File: src/rtl/fetch_unit_if.sv
// fetch_unit_if: bus and handshake signals of the SM83 instruction fetch stage.
//   mem_addr/mem_rd/mem_data : synchronous memory read port (data returns one cycle after mem_rd)
//   bus_stall                : control owns the shared bus this cycle
//   redirect/redirect_pc     : control-flow redirect from control
//   instr_*                  : decoded-length instruction offered to control (valid/ready)
// master = fetch unit side, slave = memory/control side.
interface fetch_unit_if;
    logic [15:0] mem_addr;
    logic        mem_rd;
    logic [7:0]  mem_data;
    logic        bus_stall;
    logic        redirect;
    logic [15:0] redirect_pc;
    logic        instr_ready;
    logic        instr_valid;
    logic [7:0]  instr_opcode;
    logic        instr_cb;
    logic [15:0] instr_imm;
    logic [1:0]  instr_len;
    logic [15:0] instr_pc;
    logic [15:0] next_pc;

    modport master (
        output mem_addr, mem_rd,
        input  mem_data, bus_stall, redirect, redirect_pc, instr_ready,
        output instr_valid, instr_opcode, instr_cb, instr_imm, instr_len, instr_pc, next_pc
    );

    modport slave (
        input  mem_addr, mem_rd,
        output mem_data, bus_stall, redirect, redirect_pc, instr_ready,
        input  instr_valid, instr_opcode, instr_cb, instr_imm, instr_len, instr_pc, next_pc
    );
endinterface

File: src/rtl/fetch_unit.sv
// fetch_unit: SM83 instruction fetch stage.
// Reads opcode and operand bytes one at a time from synchronous memory, works out the
// instruction length (CB prefix included) and holds the complete instruction on instr_*
// until control accepts it. A redirect restarts fetching at redirect_pc.
// Ports:
//   clk  - clock, all state updates on the rising edge
//   rst  - synchronous active-high reset
//   bus  - fetch_unit_if.master: memory read port, stall, redirect and instruction handshake
module fetch_unit #(
    parameter logic [15:0] RESET_PC = 16'h0000
) (
    input  logic          clk,
    input  logic          rst,
    fetch_unit_if.master  bus
);

    localparam logic [2:0] StFetchOp = 3'd0;
    localparam logic [2:0] StCapOp   = 3'd1;
    localparam logic [2:0] StFetchB1 = 3'd2;
    localparam logic [2:0] StCapB1   = 3'd3;
    localparam logic [2:0] StFetchB2 = 3'd4;
    localparam logic [2:0] StCapB2   = 3'd5;
    localparam logic [2:0] StHold    = 3'd6;

    logic [2:0]  state_q, state_d;
    logic [15:0] fetch_pc_q, fetch_pc_d;
    logic [7:0]  opcode_q, opcode_d;
    logic        cb_q, cb_d;
    logic [15:0] imm_q, imm_d;
    logic [1:0]  len_q, len_d;
    logic [15:0] pc_q, pc_d;
    logic [15:0] next_pc_q, next_pc_d;

    logic        is_fetch;
    logic        rd;
    logic [1:0]  op_len;

    // Total length of an unprefixed opcode; everything not listed (illegal ones too) is 1 byte.
    function automatic logic [1:0] len_of(input logic [7:0] op);
        logic [1:0] l;
        case (op)
            8'h06, 8'h0E, 8'h16, 8'h1E, 8'h26, 8'h2E, 8'h36, 8'h3E,
            8'h10, 8'h18, 8'h20, 8'h28, 8'h30, 8'h38,
            8'hC6, 8'hCE, 8'hD6, 8'hDE, 8'hE6, 8'hEE, 8'hF6, 8'hFE,
            8'hE0, 8'hF0, 8'hE8, 8'hF8:                                   l = 2'd2;
            8'h01, 8'h11, 8'h21, 8'h31, 8'h08,
            8'hC2, 8'hC3, 8'hCA, 8'hD2, 8'hDA,
            8'hC4, 8'hCC, 8'hCD, 8'hD4, 8'hDC, 8'hEA, 8'hFA:              l = 2'd3;
            default:                                                      l = 2'd1;
        endcase
        return l;
    endfunction

    assign is_fetch = (state_q == StFetchOp) || (state_q == StFetchB1) || (state_q == StFetchB2);
    // No read in the redirect cycle: the address would belong to the flushed stream.
    assign rd       = !rst && !bus.redirect && !bus.bus_stall && is_fetch;
    assign op_len   = (bus.mem_data == 8'hCB) ? 2'd2 : len_of(bus.mem_data);

    always_comb begin
        state_d    = state_q;
        fetch_pc_d = fetch_pc_q;
        opcode_d   = opcode_q;
        cb_d       = cb_q;
        imm_d      = imm_q;
        len_d      = len_q;
        pc_d       = pc_q;
        next_pc_d  = next_pc_q;

        if (bus.redirect) begin
            // Also covers redirect+ready in HOLD: the held instruction is simply dropped.
            state_d    = StFetchOp;
            fetch_pc_d = bus.redirect_pc;
        end else begin
            case (state_q)
                StFetchOp: if (!bus.bus_stall) state_d = StCapOp;
                StFetchB1: if (!bus.bus_stall) state_d = StCapB1;
                StFetchB2: if (!bus.bus_stall) state_d = StCapB2;
                StCapOp: begin
                    fetch_pc_d = fetch_pc_q + 16'd1;
                    pc_d       = fetch_pc_q;
                    opcode_d   = bus.mem_data;
                    cb_d       = (bus.mem_data == 8'hCB);
                    imm_d      = 16'h0000;
                    len_d      = op_len;
                    next_pc_d  = fetch_pc_q + {14'd0, op_len};
                    state_d    = (op_len == 2'd1) ? StHold : StFetchB1;
                end
                StCapB1: begin
                    fetch_pc_d = fetch_pc_q + 16'd1;
                    // After a CB prefix the second byte is the real opcode.
                    if (cb_q) opcode_d   = bus.mem_data;
                    else      imm_d[7:0] = bus.mem_data;
                    state_d = (len_q == 2'd3) ? StFetchB2 : StHold;
                end
                StCapB2: begin
                    fetch_pc_d  = fetch_pc_q + 16'd1;
                    imm_d[15:8] = bus.mem_data;
                    state_d     = StHold;
                end
                StHold:  if (bus.instr_ready) state_d = StFetchOp;
                default: state_d = StFetchOp;
            endcase
        end
    end

    always_ff @(posedge clk) begin
        if (rst) begin
            state_q    <= StFetchOp;
            fetch_pc_q <= RESET_PC;
            opcode_q   <= 8'h00;
            cb_q       <= 1'b0;
            imm_q      <= 16'h0000;
            len_q      <= 2'd0;
            pc_q       <= 16'h0000;
            next_pc_q  <= RESET_PC;
        end else begin
            state_q    <= state_d;
            fetch_pc_q <= fetch_pc_d;
            opcode_q   <= opcode_d;
            cb_q       <= cb_d;
            imm_q      <= imm_d;
            len_q      <= len_d;
            pc_q       <= pc_d;
            next_pc_q  <= next_pc_d;
        end
    end

    assign bus.mem_rd       = rd;
    assign bus.mem_addr     = rd ? fetch_pc_q : 16'h0000;
    assign bus.instr_valid  = (state_q == StHold);
    assign bus.instr_opcode = opcode_q;
    assign bus.instr_cb     = cb_q;
    assign bus.instr_imm    = imm_q;
    assign bus.instr_len    = len_q;
    assign bus.instr_pc     = pc_q;
    assign bus.next_pc      = next_pc_q;

endmodule

File: src/flat_wrapper.sv
// flat-port wrapper written by rule: the top's interface ports become plain ports
module fetch_unit_flat 
#(
    parameter logic [15:0] RESET_PC = 16'h0000
)
  (clk, rst, bus_mem_addr, bus_mem_rd, bus_mem_data, bus_bus_stall, bus_redirect, bus_redirect_pc, bus_instr_ready, bus_instr_valid, bus_instr_opcode, bus_instr_cb, bus_instr_imm, bus_instr_len, bus_instr_pc, bus_next_pc);
  fetch_unit_if bus_i ();
  input  logic clk;
  input  logic rst;
  output wire logic [$bits(bus_i.mem_addr)-1:0] bus_mem_addr;
  output wire logic [$bits(bus_i.mem_rd)-1:0] bus_mem_rd;
  input wire logic [$bits(bus_i.mem_data)-1:0] bus_mem_data;
  input wire logic [$bits(bus_i.bus_stall)-1:0] bus_bus_stall;
  input wire logic [$bits(bus_i.redirect)-1:0] bus_redirect;
  input wire logic [$bits(bus_i.redirect_pc)-1:0] bus_redirect_pc;
  input wire logic [$bits(bus_i.instr_ready)-1:0] bus_instr_ready;
  output wire logic [$bits(bus_i.instr_valid)-1:0] bus_instr_valid;
  output wire logic [$bits(bus_i.instr_opcode)-1:0] bus_instr_opcode;
  output wire logic [$bits(bus_i.instr_cb)-1:0] bus_instr_cb;
  output wire logic [$bits(bus_i.instr_imm)-1:0] bus_instr_imm;
  output wire logic [$bits(bus_i.instr_len)-1:0] bus_instr_len;
  output wire logic [$bits(bus_i.instr_pc)-1:0] bus_instr_pc;
  output wire logic [$bits(bus_i.next_pc)-1:0] bus_next_pc;
  assign bus_mem_addr = bus_i.mem_addr;
  assign bus_mem_rd = bus_i.mem_rd;
  assign bus_i.mem_data = bus_mem_data;
  assign bus_i.bus_stall = bus_bus_stall;
  assign bus_i.redirect = bus_redirect;
  assign bus_i.redirect_pc = bus_redirect_pc;
  assign bus_i.instr_ready = bus_instr_ready;
  assign bus_instr_valid = bus_i.instr_valid;
  assign bus_instr_opcode = bus_i.instr_opcode;
  assign bus_instr_cb = bus_i.instr_cb;
  assign bus_instr_imm = bus_i.instr_imm;
  assign bus_instr_len = bus_i.instr_len;
  assign bus_instr_pc = bus_i.instr_pc;
  assign bus_next_pc = bus_i.next_pc;
  fetch_unit #(.RESET_PC(RESET_PC)) u_core (.clk(clk), .rst(rst), .bus(bus_i));
endmodule
File: config.mk
export PLATFORM = sky130hd
export DESIGN_NAME = fetch_unit_flat
export DESIGN_NICKNAME = d
export VERILOG_FILES = /design/src/rtl/fetch_unit_if.sv /design/src/rtl/fetch_unit.sv /design/src/flat_wrapper.sv
export SDC_FILE = /design/constraint.sdc
export NUM_CORES = 1
export LEC_CHECK = 0
export ABC_AREA = 0
export CAP_MARGIN = 20
export CORE_MARGIN = 1
export CORE_UTILIZATION = 51
export CTS_CLUSTER_DIAMETER = 50
export DETAILED_ROUTE_END_ITERATION = 10
export GPL_TIMING_DRIVEN = 0
export HOLD_SLACK_MARGIN = 0.03
export PLACE_DENSITY = 0.85
export SYNTH_ARGS = -nofsm -noshare
export SYNTH_HDL_FRONTEND = slang
export SYNTH_SLANG_ARGS = --single-unit
File: constraint.sdc
create_clock -name clk -period 7.2 [get_ports clk]
set_clock_uncertainty 0.1 [all_clocks]
set_input_delay 1.44 -clock clk [delete_from_list [all_inputs] [get_ports clk]]
set_output_delay 1.44 -clock clk [all_outputs]
set_load 0.02 [all_outputs]
### After elaboration in Yosys (flattened, before gate mapping)

Cells that the tools add are included.

| word-level totals | value |
|---|---|
| memories | 0 |
| bits in registers | 78 |
| output and inout port bits | 77 |
| input port bits | 29 |
| bits in latches | 0 |
| logic and storage cells | 108 |
| memory bits (read-only) | 0 |
| RAM bits | 0 |

| cells by class | value |
|---|---|
| reduce and logical (&&, ||, !) cells | 21 |
| $lt $le $gt $ge | 0 |
| equality and inequality tests | 58 |
| div/mod/pow operators | 0 |
| $mul | 0 |
| add/sub/neg operators | 2 |
| mux-type cells | 17 |
| bitwise logic cells | 1 |
| shifts and indexed selects | 0 |

Operators by type and width:

| cell | number |
|---|---|
| equality test 8 bit, second input constant | 25 |
| equality test 8 x 6 -> 1 bit, second input constant | 10 |
| two-way mux 16 bit | 3 |
| one-hot mux 8 bit (2 select lines) | 3 |
| equality test 8 x 5 -> 1 bit, second input constant | 5 |
| OR reduction 26 bit | 1 |
| one-hot mux 3 bit (7 select lines) | 1 |
| OR reduction 17 bit | 1 |
| adder 16 x 1 -> 16 bit, second input constant | 1 |
| adder 16 x 2 -> 16 bit | 1 |
| equality test 8 x 4 -> 1 bit, second input constant | 2 |
| two-way mux 8 bit | 2 |
| two-way mux 3 bit | 5 |
| != test 2 bit, second input constant | 5 |
| equality test 3 bit, second input constant | 3 |
| equality test 8 x 1 -> 1 bit, second input constant | 1 |
| equality test 8 x 3 -> 1 bit, second input constant | 1 |
| equality test 3 x 2 -> 1 bit, second input constant | 2 |
| AND reduction 3 bit | 2 |
| nonzero test 2 bit | 3 |
| two-way mux 2 bit | 2 |
| one-hot mux 2 bit (2 select lines) | 1 |
| AND reduction 2 bit | 2 |
| AND reduction 4 bit | 1 |
| 11 further kinds | 16 |

### Depth between registers and ports, before layout

| logic depth | value |
|---|---|
| depth in word-level cells | 7 |
| mapped depth | 11 |
| depth with buffers taken out | 10 |

### Least setup slack after synthesis

OpenSTA, ideal clock, no wires.

| timing path | value |
|---|---|
| path kind | input -> output |
| from | input port bus_redirect |
| to | output port bus_mem_addr[0] |
| data required time | 5.660 ns |
| stages on the path | 6 |
| arrival time | 2.813 ns |
| slack | 2.847 ns |
| path buffers | 2 |
| path through | clkbuf_1 -> nor2_1 -> nand2_1 -> nor3_1 -> clkbuf_1 -> and2_1 |

| on the way | value |
|---|---|
| cells in the longest elaborated chain, start to end | 5 |

RTL lines:

| item | RTL line | text |
|---|---|---|
| start: declaration | flat_wrapper.sv:14 | `input wire logic [$bits(bus_i.redirect)-1:0] bus_redirect;` |
| zero test 1 bit | fetch_unit.sv:56 | `assign rd = !rst && !bus.redirect && !bus.bus_stall && is_fetch;` |
| logical AND 1 bit (3 in a row) | fetch_unit.sv:56 |  |
| net bus_mem_rd | flat_wrapper.sv:11 | `output wire logic [$bits(bus_i.mem_rd)-1:0] bus_mem_rd;` |
| two-way mux 16 bit | fetch_unit.sv:129 | `assign bus.mem_addr = rd ? fetch_pc_q : 16'h0000;` |
| end: declaration | flat_wrapper.sv:10 | `output wire logic [$bits(bus_i.mem_addr)-1:0] bus_mem_addr;` |

The timed path passes the listed nets, and every way through them passes these cells.

### Worst setup path after layout

| timing path | value |
|---|---|
| from | input port bus_redirect |
| to | output port bus_mem_addr[1] |

| on the way | value |
|---|---|
| cells in the longest elaborated chain, start to end | 5 |

RTL lines:

| item | RTL line |
|---|---|
| zero test 1 bit | fetch_unit.sv:56 |
| logical AND 1 bit (3 in a row) | fetch_unit.sv:56 |
| two-way mux 16 bit | fetch_unit.sv:129 |

Every way passes these cells.

==> impl_metrics.toml <==
[status]
status = "finished, final reports clean"

[global_route]
antenna_found_initial = 0
grt_overflow = 0
grt_start_max_net_pins = 15
track_usage = 0.2776
first_global_vias = 3351
grt_pass1_wl_um = 16210

[sta]
fin_setup_tns_ps = 0
worstMarginPinSlew_ps = 665.5
slew_headroom = 0.5522
post-route-period-util = 0.7885
setup_viol = 0
finalMaxSlewViolations = 0
finalHoldViolCount = 0
hold_ws_ps = 351.9
finalCriticalPeriod_ps = 5677
fmax_mhz = 176.1
rsz0062_at_grt = "false"

[layout]
fin_area_sq_um = 5056
regArea_sq_um = 1562
drive_above_1_share = 0.07917
syn_to_final_growth_pct = 36.38
fill_cells = 547
antennaDiodeCount = 0
mostFrequentLayoutCell = "clkdlybuf4s50_1"
nNetsFinal = 609
multiInputGateArea_sq_um = 1934
most-common-layout-cells = "clkdlybuf4s50_1 (103), nand2_1 (79), dfxtp_1 (78)"

[synthesis]
synth.distinct_cells = 43
synth_seq_cells = 78
netlist_area_sq_um = 3707
synth_fp_nets = 495
yosys_warnings = 0
synth_cells = 462
seq_area_frac_synth = 0.4212
postSynthAreaPerCell_sq_um = 8.024

[power_and_ir_drop]
p_per_area_nw_per_um2 = 178.7
p_leak_uw = 0.001821
max-vdd-ir-drop_mv = 0.1254

[floorplan]
die_w_um = 87.26
coreArea_sq_um = 6907
rows = 30
start_util = 0.5368
die_h_um = 87.26
io_pins = 106
die_area_sq_um = 7614

[place]
place_area_sq_um = 4858
numPortBuffers = 103
detailed_place_hpwl_um = 7729
place.gp.congestion = 0.8924

[cts]
clockRootBuffer = "clkbuf_8"
clk_path_buf_depth = 2
hold_buffers = 0
cts_tree = "built"
post_cts_buffers = 0
cts_htree_levels = 3
numClockSinks = 78
clk_pin_slew_ps = 80
cts-resized-gates = 0
cts_buffers = 9
clk_latency_ps = 360

[critical_path]
crit_family = "buffers and inverters"
critPathMaxStageDelay_ps = 610
end_kind = "output port"
crit_start = "bus_redirect"
worstPathRequired_ps = 5660
crit_chain = "clkdlybuf4s50_1, clkbuf_1, nor2_1, nand2_1, nor3_1, clkbuf_1, and2_1, clkdlybuf4s50_1"
slowest_stage = "clkdlybuf4s50_1"
r2r_start = "u_core.fetch_pc_q[0]"
worst-endpoint-arrival_ps = 4140
cp_max_fo = 10
critical_path_class = "input pin to output port"
path_buf_inv = 4
cp-start-kind = "input pin"

[detailed_routing]
initialDrtViolationCount = 228
dr.pass1.iters = 5
drt-met1-wl_um = 4490
dr_wl_met3_um = 828
via_per_inst = 5.548
wl_per_cell_um = 15.50
final_antenna_net_count = 0
drcViolationCount = 0
dr.max_layer_used = "met4"
wl_met2_um = 4942
wirelength_um = 10490
vias = 3756

[flow_run]
drv_cap = 0

[min_path]
hold_class = "flip-flop to flip-flop"
min_from = "u_core.bus.instr_imm[0]"
==> state kept, by name, summed over array words and instances, names as in the netlist <==
signal / cells
u_core.bus.instr_imm: 16
u_core.bus.next_pc: 16
u_core.bus.instr_opcode: 8
u_core.state_q: 3
u_core.bus.instr_cb: 1
u_core.bus.instr_len: 2
u_core.fetch_pc_q: 16
u_core.bus.instr_pc: 16
==> final timing paths <==
| path | to | slack, ps | cells after the start |
|---|---|---|---|
| max | bus_mem_addr[1] | 1520 | 8 |
| min | u_core.bus.instr_imm[0] | 350 | 2 |
| max reg2reg | u_core.bus.next_pc[9] | 5030 | 6 |
| min reg2reg | u_core.bus.instr_imm[0] | 350 | 2 |
==> cells in the mapped netlist, drive strengths merged <==
cell type | instances | area [sq um]
nand2b | 3 | 18.77
nand4 | 8 | 50.05
o21a | 6 | 45.04
dfxtp | 78 | 1562
and2 | 16 | 100.1
o21ai | 3 | 18.77
xor2 | 10 | 87.58
a22oi | 1 | 7.510
nor3 | 9 | 50.05
o211ai | 1 | 7.510
ha | 3 | 37.54
mux2i | 14 | 140.1
and2b | 1 | 8.760
a21o | 1 | 7.510
inv | 10 | 37.54
nor2b | 6 | 40.04
o221ai | 1 | 8.760
fa | 1 | 20.02
clkbuf | 15 | 56.30
o31ai | 1 | 7.510
nand3 | 24 | 120.1
and3 | 3 | 18.77
a211oi | 15 | 112.6
nor4 | 7 | 58.81
nand4b | 1 | 8.760
buf | 23 | 117.6
nand2 | 79 | 296.5
or4b | 1 | 13.76
o221a | 1 | 11.26
a21bo | 1 | 10.01
nor2 | 45 | 168.9
nor3b | 1 | 7.510
xnor2 | 17 | 148.9
a21oi | 53 | 276.5
a21boi | 1 | 11.26
or4 | 2 | 15.01
==> layer usage <==
layer	track usage	vias up
li1	-	1795
met1	0.3690	1751
met2	0.4517	186
met3	0.04550	24
met4	0.1073	0
met5	0	-
==> worst reg2reg max path: stages (launching register included) <==
cell and delay, ps:
dfxtp_1 500, ha_1 270, a21oi_1 170, nor3_1 470
nand3_1 180, xor2_1 180, a211oi_1 230
==> layout make-up <==
type                    count  share of cell area
well taps                  96             0.02376
clock inverters             7             0.01460
clock buffers               9             0.02450
repair buffers            103              0.2039
plain buffers              38             0.03440
flip-flops and latches     78              0.3088
inverters                  10            0.007424
multi-input cells         336              0.3826
==> stage by stage <==
stage,setup slack [ps],power [uW],util,cells
finish,1523,903.6,0.7321,677
global route,1328,930.4,0.7321,677
CTS,1545,901.4,0.7321,677
detailed placement,1560,579.1,0.7034,661
global placement,1580,575.6,0.7034,661
floorplan,2847,528.0,-,462
==> cells by family after synthesis <==
group,Yosys count,synth area share
buffers and inverters,48,0.05704
AOI/OAI and AO/OA,85,0.1414
DFF,78,0.4212
and+or+nand+nor,206,0.2633
adders and majority gates,4,0.01553
muxes,14,0.03780
xor gates and xnor gates,27,0.06378
==> power breakdown <==
part	switching [uW]	total [uW]	internal (uW)
logic	69.9	122	52.1
registers	7.33	450	442
clock network	172	332	160
(Power assumes the default switching activity.)
